--- src/rtl/fp16_operand_decode_if.sv ---
// Operand-pair handshake bundle for the binary16 operand decoder.
// The slave view belongs to the decoder; the master view belongs to whoever drives it.
interface fp16_operand_decode_if;
   logic        in_valid;
   logic        in_ready;
   logic [15:0] in_a;
   logic [15:0] in_b;
   logic        out_valid;
   logic        out_ready;
   logic        SIGN_A;
   logic        SIGN_B;
   logic [4:0]  IN_EXP_A_HALF;
   logic [4:0]  IN_EXP_B_HALF;
   logic [10:0] IN_MANT_A_HALF;
   logic [10:0] IN_MANT_B_HALF;
   logic [9:0]  MANTISSA_DECODE_A;
   logic [9:0]  MANTISSA_DECODE_B;
   logic [2:0]  cls_a;
   logic [2:0]  cls_b;

   modport slave (
      input  in_valid, in_a, in_b, out_ready,
      output in_ready, out_valid,
      output SIGN_A, SIGN_B, IN_EXP_A_HALF, IN_EXP_B_HALF,
      output IN_MANT_A_HALF, IN_MANT_B_HALF,
      output MANTISSA_DECODE_A, MANTISSA_DECODE_B, cls_a, cls_b
   );

   modport master (
      output in_valid, in_a, in_b, out_ready,
      input  in_ready, out_valid,
      input  SIGN_A, SIGN_B, IN_EXP_A_HALF, IN_EXP_B_HALF,
      input  IN_MANT_A_HALF, IN_MANT_B_HALF,
      input  MANTISSA_DECODE_A, MANTISSA_DECODE_B, cls_a, cls_b
   );
endinterface

--- src/rtl/fp16_operand_decode.sv ---
// Splits a pair of binary16 operands into sign/exponent/significand/class fields,
// registered once, with a one-entry skid buffer so in_ready is a pure register.
module fp16_operand_decode #(
   parameter bit FTZ = 1'b0
) (
   input logic                   clk,
   input logic                   rst,
   fp16_operand_decode_if.slave  bus
);

   typedef enum logic [2:0] {
      CLS_ZERO = 3'd0,
      CLS_SUB  = 3'd1,
      CLS_NORM = 3'd2,
      CLS_INF  = 3'd3,
      CLS_QNAN = 3'd4,
      CLS_SNAN = 3'd5
   } cls_e;

   typedef struct packed {
      logic        sign;
      logic [4:0]  exp;
      logic [10:0] mant;
      logic [9:0]  frac;
      cls_e        cls;
   } dec_t;

   // Flushing the fraction of an exp-0 operand turns a subnormal into a signed zero.
   function automatic dec_t decode(input logic [15:0] x);
      dec_t       d;
      logic [4:0] e;
      logic [9:0] f;
      e = x[14:10];
      f = x[9:0];
      if (FTZ && (e == 5'd0)) f = 10'd0;
      d.sign = x[15];
      d.exp  = e;
      d.frac = f;
      d.mant = {(e != 5'd0), f};
      if (e == 5'd0)
         d.cls = (f == 10'd0) ? CLS_ZERO : CLS_SUB;
      else if (e == 5'd31)
         d.cls = (f == 10'd0) ? CLS_INF : (f[9] ? CLS_QNAN : CLS_SNAN);
      else
         d.cls = CLS_NORM;
      return d;
   endfunction

   dec_t out_a_q, out_b_q, skid_a_q, skid_b_q;
   dec_t out_a_d, out_b_d, skid_a_d, skid_b_d;
   dec_t dec_a, dec_b;
   logic out_valid_q, out_valid_d;
   logic skid_full_q, skid_full_d;
   logic in_ready_q;
   logic accept, xfer;

   // The skid entry is always older than any new pair, so it refills the output first.
   always_comb begin
      dec_a       = decode(bus.in_a);
      dec_b       = decode(bus.in_b);
      accept      = bus.in_valid && in_ready_q;
      xfer        = out_valid_q && bus.out_ready;
      out_a_d     = out_a_q;
      out_b_d     = out_b_q;
      skid_a_d    = skid_a_q;
      skid_b_d    = skid_b_q;
      out_valid_d = out_valid_q;
      skid_full_d = skid_full_q;
      if (!out_valid_q || xfer) begin
         if (skid_full_q) begin
            out_a_d     = skid_a_q;
            out_b_d     = skid_b_q;
            out_valid_d = 1'b1;
            skid_full_d = 1'b0;
         end else if (accept) begin
            out_a_d     = dec_a;
            out_b_d     = dec_b;
            out_valid_d = 1'b1;
         end else begin
            out_valid_d = 1'b0;
         end
      end else if (accept) begin
         skid_a_d    = dec_a;
         skid_b_d    = dec_b;
         skid_full_d = 1'b1;
      end
   end

   always_ff @(posedge clk) begin
      if (rst) begin
         out_a_q     <= '0;
         out_b_q     <= '0;
         skid_a_q    <= '0;
         skid_b_q    <= '0;
         out_valid_q <= 1'b0;
         skid_full_q <= 1'b0;
         in_ready_q  <= 1'b0;
      end else begin
         out_a_q     <= out_a_d;
         out_b_q     <= out_b_d;
         skid_a_q    <= skid_a_d;
         skid_b_q    <= skid_b_d;
         out_valid_q <= out_valid_d;
         skid_full_q <= skid_full_d;
         in_ready_q  <= !skid_full_d;
      end
   end

   assign bus.in_ready          = in_ready_q;
   assign bus.out_valid         = out_valid_q;
   assign bus.SIGN_A            = out_a_q.sign;
   assign bus.SIGN_B            = out_b_q.sign;
   assign bus.IN_EXP_A_HALF     = out_a_q.exp;
   assign bus.IN_EXP_B_HALF     = out_b_q.exp;
   assign bus.IN_MANT_A_HALF    = out_a_q.mant;
   assign bus.IN_MANT_B_HALF    = out_b_q.mant;
   assign bus.MANTISSA_DECODE_A = out_a_q.frac;
   assign bus.MANTISSA_DECODE_B = out_b_q.frac;
   assign bus.cls_a             = out_a_q.cls;
   assign bus.cls_b             = out_b_q.cls;

endmodule

--- src/flat_wrapper.sv ---
// flat-port wrapper written by rule: the top's interface ports become plain ports
module fp16_operand_decode_flat 
#(
   parameter bit FTZ = 1'b0
)
  (clk, rst, bus_in_valid, bus_in_a, bus_in_b, bus_out_ready, bus_in_ready, bus_out_valid, bus_SIGN_A, bus_SIGN_B, bus_IN_EXP_A_HALF, bus_IN_EXP_B_HALF, bus_IN_MANT_A_HALF, bus_IN_MANT_B_HALF, bus_MANTISSA_DECODE_A, bus_MANTISSA_DECODE_B, bus_cls_a, bus_cls_b);
  fp16_operand_decode_if bus_i ();
  input logic clk;
  input logic rst;
  input wire logic [$bits(bus_i.in_valid)-1:0] bus_in_valid;
  input wire logic [$bits(bus_i.in_a)-1:0] bus_in_a;
  input wire logic [$bits(bus_i.in_b)-1:0] bus_in_b;
  input wire logic [$bits(bus_i.out_ready)-1:0] bus_out_ready;
  output wire logic [$bits(bus_i.in_ready)-1:0] bus_in_ready;
  output wire logic [$bits(bus_i.out_valid)-1:0] bus_out_valid;
  output wire logic [$bits(bus_i.SIGN_A)-1:0] bus_SIGN_A;
  output wire logic [$bits(bus_i.SIGN_B)-1:0] bus_SIGN_B;
  output wire logic [$bits(bus_i.IN_EXP_A_HALF)-1:0] bus_IN_EXP_A_HALF;
  output wire logic [$bits(bus_i.IN_EXP_B_HALF)-1:0] bus_IN_EXP_B_HALF;
  output wire logic [$bits(bus_i.IN_MANT_A_HALF)-1:0] bus_IN_MANT_A_HALF;
  output wire logic [$bits(bus_i.IN_MANT_B_HALF)-1:0] bus_IN_MANT_B_HALF;
  output wire logic [$bits(bus_i.MANTISSA_DECODE_A)-1:0] bus_MANTISSA_DECODE_A;
  output wire logic [$bits(bus_i.MANTISSA_DECODE_B)-1:0] bus_MANTISSA_DECODE_B;
  output wire logic [$bits(bus_i.cls_a)-1:0] bus_cls_a;
  output wire logic [$bits(bus_i.cls_b)-1:0] bus_cls_b;
  assign bus_i.in_valid = bus_in_valid;
  assign bus_i.in_a = bus_in_a;
  assign bus_i.in_b = bus_in_b;
  assign bus_i.out_ready = bus_out_ready;
  assign bus_in_ready = bus_i.in_ready;
  assign bus_out_valid = bus_i.out_valid;
  assign bus_SIGN_A = bus_i.SIGN_A;
  assign bus_SIGN_B = bus_i.SIGN_B;
  assign bus_IN_EXP_A_HALF = bus_i.IN_EXP_A_HALF;
  assign bus_IN_EXP_B_HALF = bus_i.IN_EXP_B_HALF;
  assign bus_IN_MANT_A_HALF = bus_i.IN_MANT_A_HALF;
  assign bus_IN_MANT_B_HALF = bus_i.IN_MANT_B_HALF;
  assign bus_MANTISSA_DECODE_A = bus_i.MANTISSA_DECODE_A;
  assign bus_MANTISSA_DECODE_B = bus_i.MANTISSA_DECODE_B;
  assign bus_cls_a = bus_i.cls_a;
  assign bus_cls_b = bus_i.cls_b;
  fp16_operand_decode #(.FTZ(FTZ)) u_core (.clk(clk), .rst(rst), .bus(bus_i));
endmodule
--- config.mk ---
export PLATFORM = sky130hd
export DESIGN_NAME = fp16_operand_decode_flat
export DESIGN_NICKNAME = d
export VERILOG_FILES = /design/src/rtl/fp16_operand_decode_if.sv /design/src/rtl/fp16_operand_decode.sv /design/src/flat_wrapper.sv
export SDC_FILE = /design/constraint.sdc
export NUM_CORES = 1
export LEC_CHECK = 0
export CAP_MARGIN = 20
export CORE_ASPECT_RATIO = 0.9
export CORE_UTILIZATION = 48
export CTS_CLUSTER_SIZE = 8
export DETAILED_ROUTE_END_ITERATION = 10
export PLACE_DENSITY = 0.87
export SYNTH_ARGS = -nofsm -noshare
export SYNTH_HDL_FRONTEND = slang
export SYNTH_SLANG_ARGS = --single-unit
--- constraint.sdc ---
create_clock -name clk -period 1.95 [get_ports clk]
set_clock_uncertainty 0.05 [all_clocks]
set_input_delay 0.39 -clock clk [delete_from_list [all_inputs] [get_ports clk]]
set_output_delay 0.39 -clock clk [all_outputs]
set_load 0.02 [all_outputs]
After elaboration in Yosys (flattened, before gate mapping)
Index checks and enable logic that the tools add are counted.
{"block": "classes", "bitwise_logic": 1, "n_mul": 0, "div": 0, "n_mux": 18, "reduce_logical": 14, "add_sub_neg": 0, "n_shift": 0, "eq_ne": 2, "magnitude_cmp": 0}
{"op": "$mux 30", "n": 4}
{"op": "$logic_not 10->1", "n": 2}
{"op": "$mux 3", "n": 6}
{"op": "$eq 5x5->1 const B", "n": 2}
{"op": "$logic_not 5->1", "n": 2}
{"op": "$reduce_bool 5->1", "n": 2}
{"op": "$mux 1", "n": 8}
{"op": "$reduce_and 2->1", "n": 2}
{"op": "$logic_and 1x1->1", "n": 2}
{"op": "$logic_not 1->1", "n": 2}
{"op": "$reduce_bool 2->1", "n": 1}
{"op": "$logic_or 1x1->1", "n": 1}
{"op": "$not 1->1", "n": 1}
{"block": "word_totals", "n_memories": 0, "mem_bits_rw": 0, "input_bits": 36, "register_bits": 123, "latch_bits": 0, "romBits": 0, "output_inout_bits": 62}

Logic depth before layout (Yosys ltp)
{"block": "logic_depth", "depth_word": 6, "ltp_mapped": 7, "depth_no_buf": 4}

Worst setup path before layout
Ideal clock, no wire load.
{"block": "synth_path", "path_kind": "register -> register", "start": "register u_core.out_valid_q (netlist: u_core.bus.out_valid)", "end": "register u_core.skid_a_q[0] (netlist name)", "required_time_ns": 1.767, "stages_incl_launch_ff": 7, "path_slack_ns": 0.423, "period_less_slack_ns": 1.527, "t_arrival_ns": 1.344, "cell_sequence": "dfxtp_1 -> nand2b_1 -> or2_1 -> buf_2 -> buf_6 -> a221oi_2 -> a211oi_2"}
{"block": "synth_between", "elab_chain_len": 4, "elab_cells_between_ends": 5, "cone_classes": "bitwise (1); reduce/logical (4)"}
{"element": "from (decl)", "line_no": "fp16_operand_decode.sv:52", "source": "logic out_valid_q, out_valid_d;"}
{"element": "from (signal assigned)", "line_no": "fp16_operand_decode.sv:103", "source": "out_valid_q <= out_valid_d;"}
{"element": "$logic_not 1->1 or $logic_and 1x1->1 (tied branches)", "line_no": "fp16_operand_decode.sv:69, fp16_operand_decode.sv:62"}
{"element": "$logic_or 1x1->1 *", "line_no": "fp16_operand_decode.sv:69", "source": "if (!out_valid_q || xfer) begin"}
{"element": "$not 1->1 (no line) *"}
{"element": "$reduce_and 2->1 (no line) *"}
{"element": "to (signal assigned)", "line_no": "fp16_operand_decode.sv:101", "source": "skid_a_q <= skid_a_d;"}
{"element": "to (decl)", "line_no": "fp16_operand_decode.sv:49", "source": "dec_t out_a_q, out_b_q, skid_a_q, skid_b_q;"}
Every way passes the cells marked *; elsewhere a longest branch is shown, timed or not.
A chain may end at the register's enable or synchronous reset.

Worst setup path after layout
{"block": "layout_path", "start": "register u_core.out_valid_q (netlist: u_core.bus.out_valid)", "end": "output bus_out_valid"}
{"element": "to (decl)", "line_no": "flat_wrapper.sv:15", "source": "output wire logic [$bits(bus_i.out_valid)-1:0] bus_out_valid;"}
No word-level cell between the ends.

==> metrics.txt <==
final core utilization 0.687; Area contributors post-synth dfxtp_1 46%, mux2i_1 8.8%, a211oi_1 7.6%; CP Buf/Inv Count 1; total grt overflow 0; core area between 7000 and 8000 um^2; CP top delay family buffers and inverters; Worst setup EP type output pin; post-cts hold buffer count 0; layout cells sized above 1 0.118; die width around 94 um; Fin. Hold Viols 0; initial antenna violation count 0; maximum VDD drop 0.000472 V; number of global-route vias before repair 3117; Root Driver clkbuf_8; status finished, final reports clean; post-place setup slack -120 ps; First-pass DRT Iterations 4; die area a little under 8000 um^2; Finish-stage setup viols 0; crit path time final roughly 1800 ps; # resized after CTS 0; crit share post-route 0.948; Reg clk slew, reported paths around 80 ps; main combinational cell family by area after synthesis compound AO/OA/AOI/OAI gates; Nets around 540; CP cell instances clkdlybuf4s50_1; LEAKAGE ~0.0017 uW; Syn. warnings 0; Compound-Gate Fraction of Synth Area 0.189; Die H roughly 85 um; Num CTS Buffers 9; Mapped Avg Cell Area 8.72 um^2; clock tree buffer depth 2; final setup TNS 0 ps; Sink Count between 80 and 90; max-slew violation count 0; Post-Synth Simple-Gate Area 0.168; Syn Nets 453; Max FO, Critical Path 4; # rows 29; post-CTS setup buffer count 0; Slowest cell on crit path clkdlybuf4s50_1; HPWL after DPL 6010 um; Req. time, crit path ~1500 ps; H-tree depth 3; leading area contributor after synthesis dfxtp_1; CTS tree done; number of vias per cell 5.28; Yosys top cell area share 0.457; filler instances 565; crit-path max cell delay 640 ps; headroom to the max-slew limit 0.611; first-pass GRT wire length between 10000 and 15000 um; synth unique cells 32; I/O pin count between 90 and 100; Post-synth EDFFs 0; most common cell after layout, fill and taps aside clkdlybuf4s50_1; leading cell types in the layout, fill and taps excluded 96 x clkdlybuf4s50_1, 82 x dfxtp_1, 74 x nand2_1; Post-Synth Adder-Cell Area 0; Worst Hold Class reg -> reg; maximum capacitance violations 0; Async SR Flop Fraction 0; ant diodes 0; post-route ant nets 0; sequential cell area fraction in the yosys report 0.457; Post-Synth XOR/XNOR Area 0; multiplexer share of the synthesized area 0.0881; starting DRC count in detailed routing 99; Post-synth top flop dfxtp_1; Vias 3168; PortBufs 97; worst endpoint data arrival time 1410 ps; placer's final routability congestion estimate about 0.8; DR WL/cell ~14 um; worst slew pin tran roughly 580 ps; total wire length between 8000 and 9000 um; PwrDens roughly 750 nW/um^2; critical path start-end classification reg -> out; Total GRT Usage 0.226; DRC errors left 0; P&R area growth vs syn 35.7%; RSZ-0062 raised after global routing false; Starting Density 0.506; setup ws final approximately 100 ps; worst-skew pair later-pin latency 350 ps; pin count of the biggest net entering global routing 38; PnR Total Power about 3700 uW; Mapped Area 3630 um^2; Gate Count Post-Synth approximately 420; synthesized flop and latch total 83; Max Clock Freq approximately 540 MHz; Worst R2R Setup Slack 390 ps; startpoint type of the worst setup path flop
## metal layers
metal,vias to the layer above,routed length [um],global-route usage
li1,1596,-,-
met1,1476,3680,0.268
met2,90,4250,0.392
met3,6,499,0.0670
met4,0,49,0.0685
met5,-,0,0
## stage by stage
| stage | instances | cell area [um^2] | hold WS [ps] |
|---|---|---|---|
| floorplan | 417 | 3630 | 386 |
| global placement | 584 | 4730 | 390 |
| detailed placement | 584 | 4730 | 398 |
| CTS | 600 | 4930 | 410 |
| global route | 600 | 4930 | 430 |
| finish | 600 | 4930 | 406 |
## state kept, by name (all words and copies together) (netlist names), 2 cells and up
name and count:
u_core.bus.IN_MANT_A_HALF 2, u_core.bus.MANTISSA_DECODE_A 9, u_core.skid_a_q 20, u_core.bus.IN_EXP_A_HALF 5, u_core.bus.IN_EXP_B_HALF 5, u_core.skid_b_q 20
u_core.bus.cls_a 3, u_core.bus.IN_MANT_B_HALF 2, u_core.bus.MANTISSA_DECODE_B 9, u_core.bus.cls_b 3
## kinds of logic (layout without fill, tap and decap cells)
kind of cell,count (synthesis),after routing
flops,83,83
compound gates,103,103
mux,32,32
simple gates,138,138
buf+inv,61,151
## Yosys cell counts (3+ instances only)
library cell  instances
dfxtp_1              83
nand2_1              74
a21oi_1              48
nor2_1               43
a211oi_1             37
mux2i_1              32
buf_4                25
buf_2                13
clkbuf_1             11
inv_1                 9
a211o_1               4
and2_1                4
a211oi_2              3
nor4_2                3
## worst paths after layout
check | from | to | cells after the start
worst min-delay path | u_core.skid_b_q[29]$_SDFFE_PP0P_ | u_core.skid_b_q[29]$_SDFFE_PP0P_ | 2
worst max register to register | u_core.bus.out_valid$_SDFFE_PP0P_ | u_core.skid_b_q[1]$_SDFFE_PP0P_ | 4
worst max-delay path | u_core.bus.out_valid$_SDFFE_PP0P_ | bus_out_valid | 1
worst min register to register | u_core.skid_b_q[29]$_SDFFE_PP0P_ | u_core.skid_b_q[29]$_SDFFE_PP0P_ | 2
## where the power goes
part           total [uW]  switching, uW  internal, uW  leakage (uW)
Combinational         654            330           324      0.000900
Sequential           1810           44.2          1760      0.000677
Clock                1260            629           632     0.0000922
## area by class of cell
class / count / area (um^2) / area share
clock buffers: 11 / 141 / 0.0287
clock inverters: 5 / 61.3 / 0.0124
inverters: 9 / 33.8 / 0.00685
multi-input cells: 273 / 1630 / 0.331
flip-flops and latches: 83 / 1660 / 0.337
well taps: 93 / 116 / 0.0236
repair buffers: 126 / 1280 / 0.260
No activity file was read; power rests on OpenSTA's default activity.
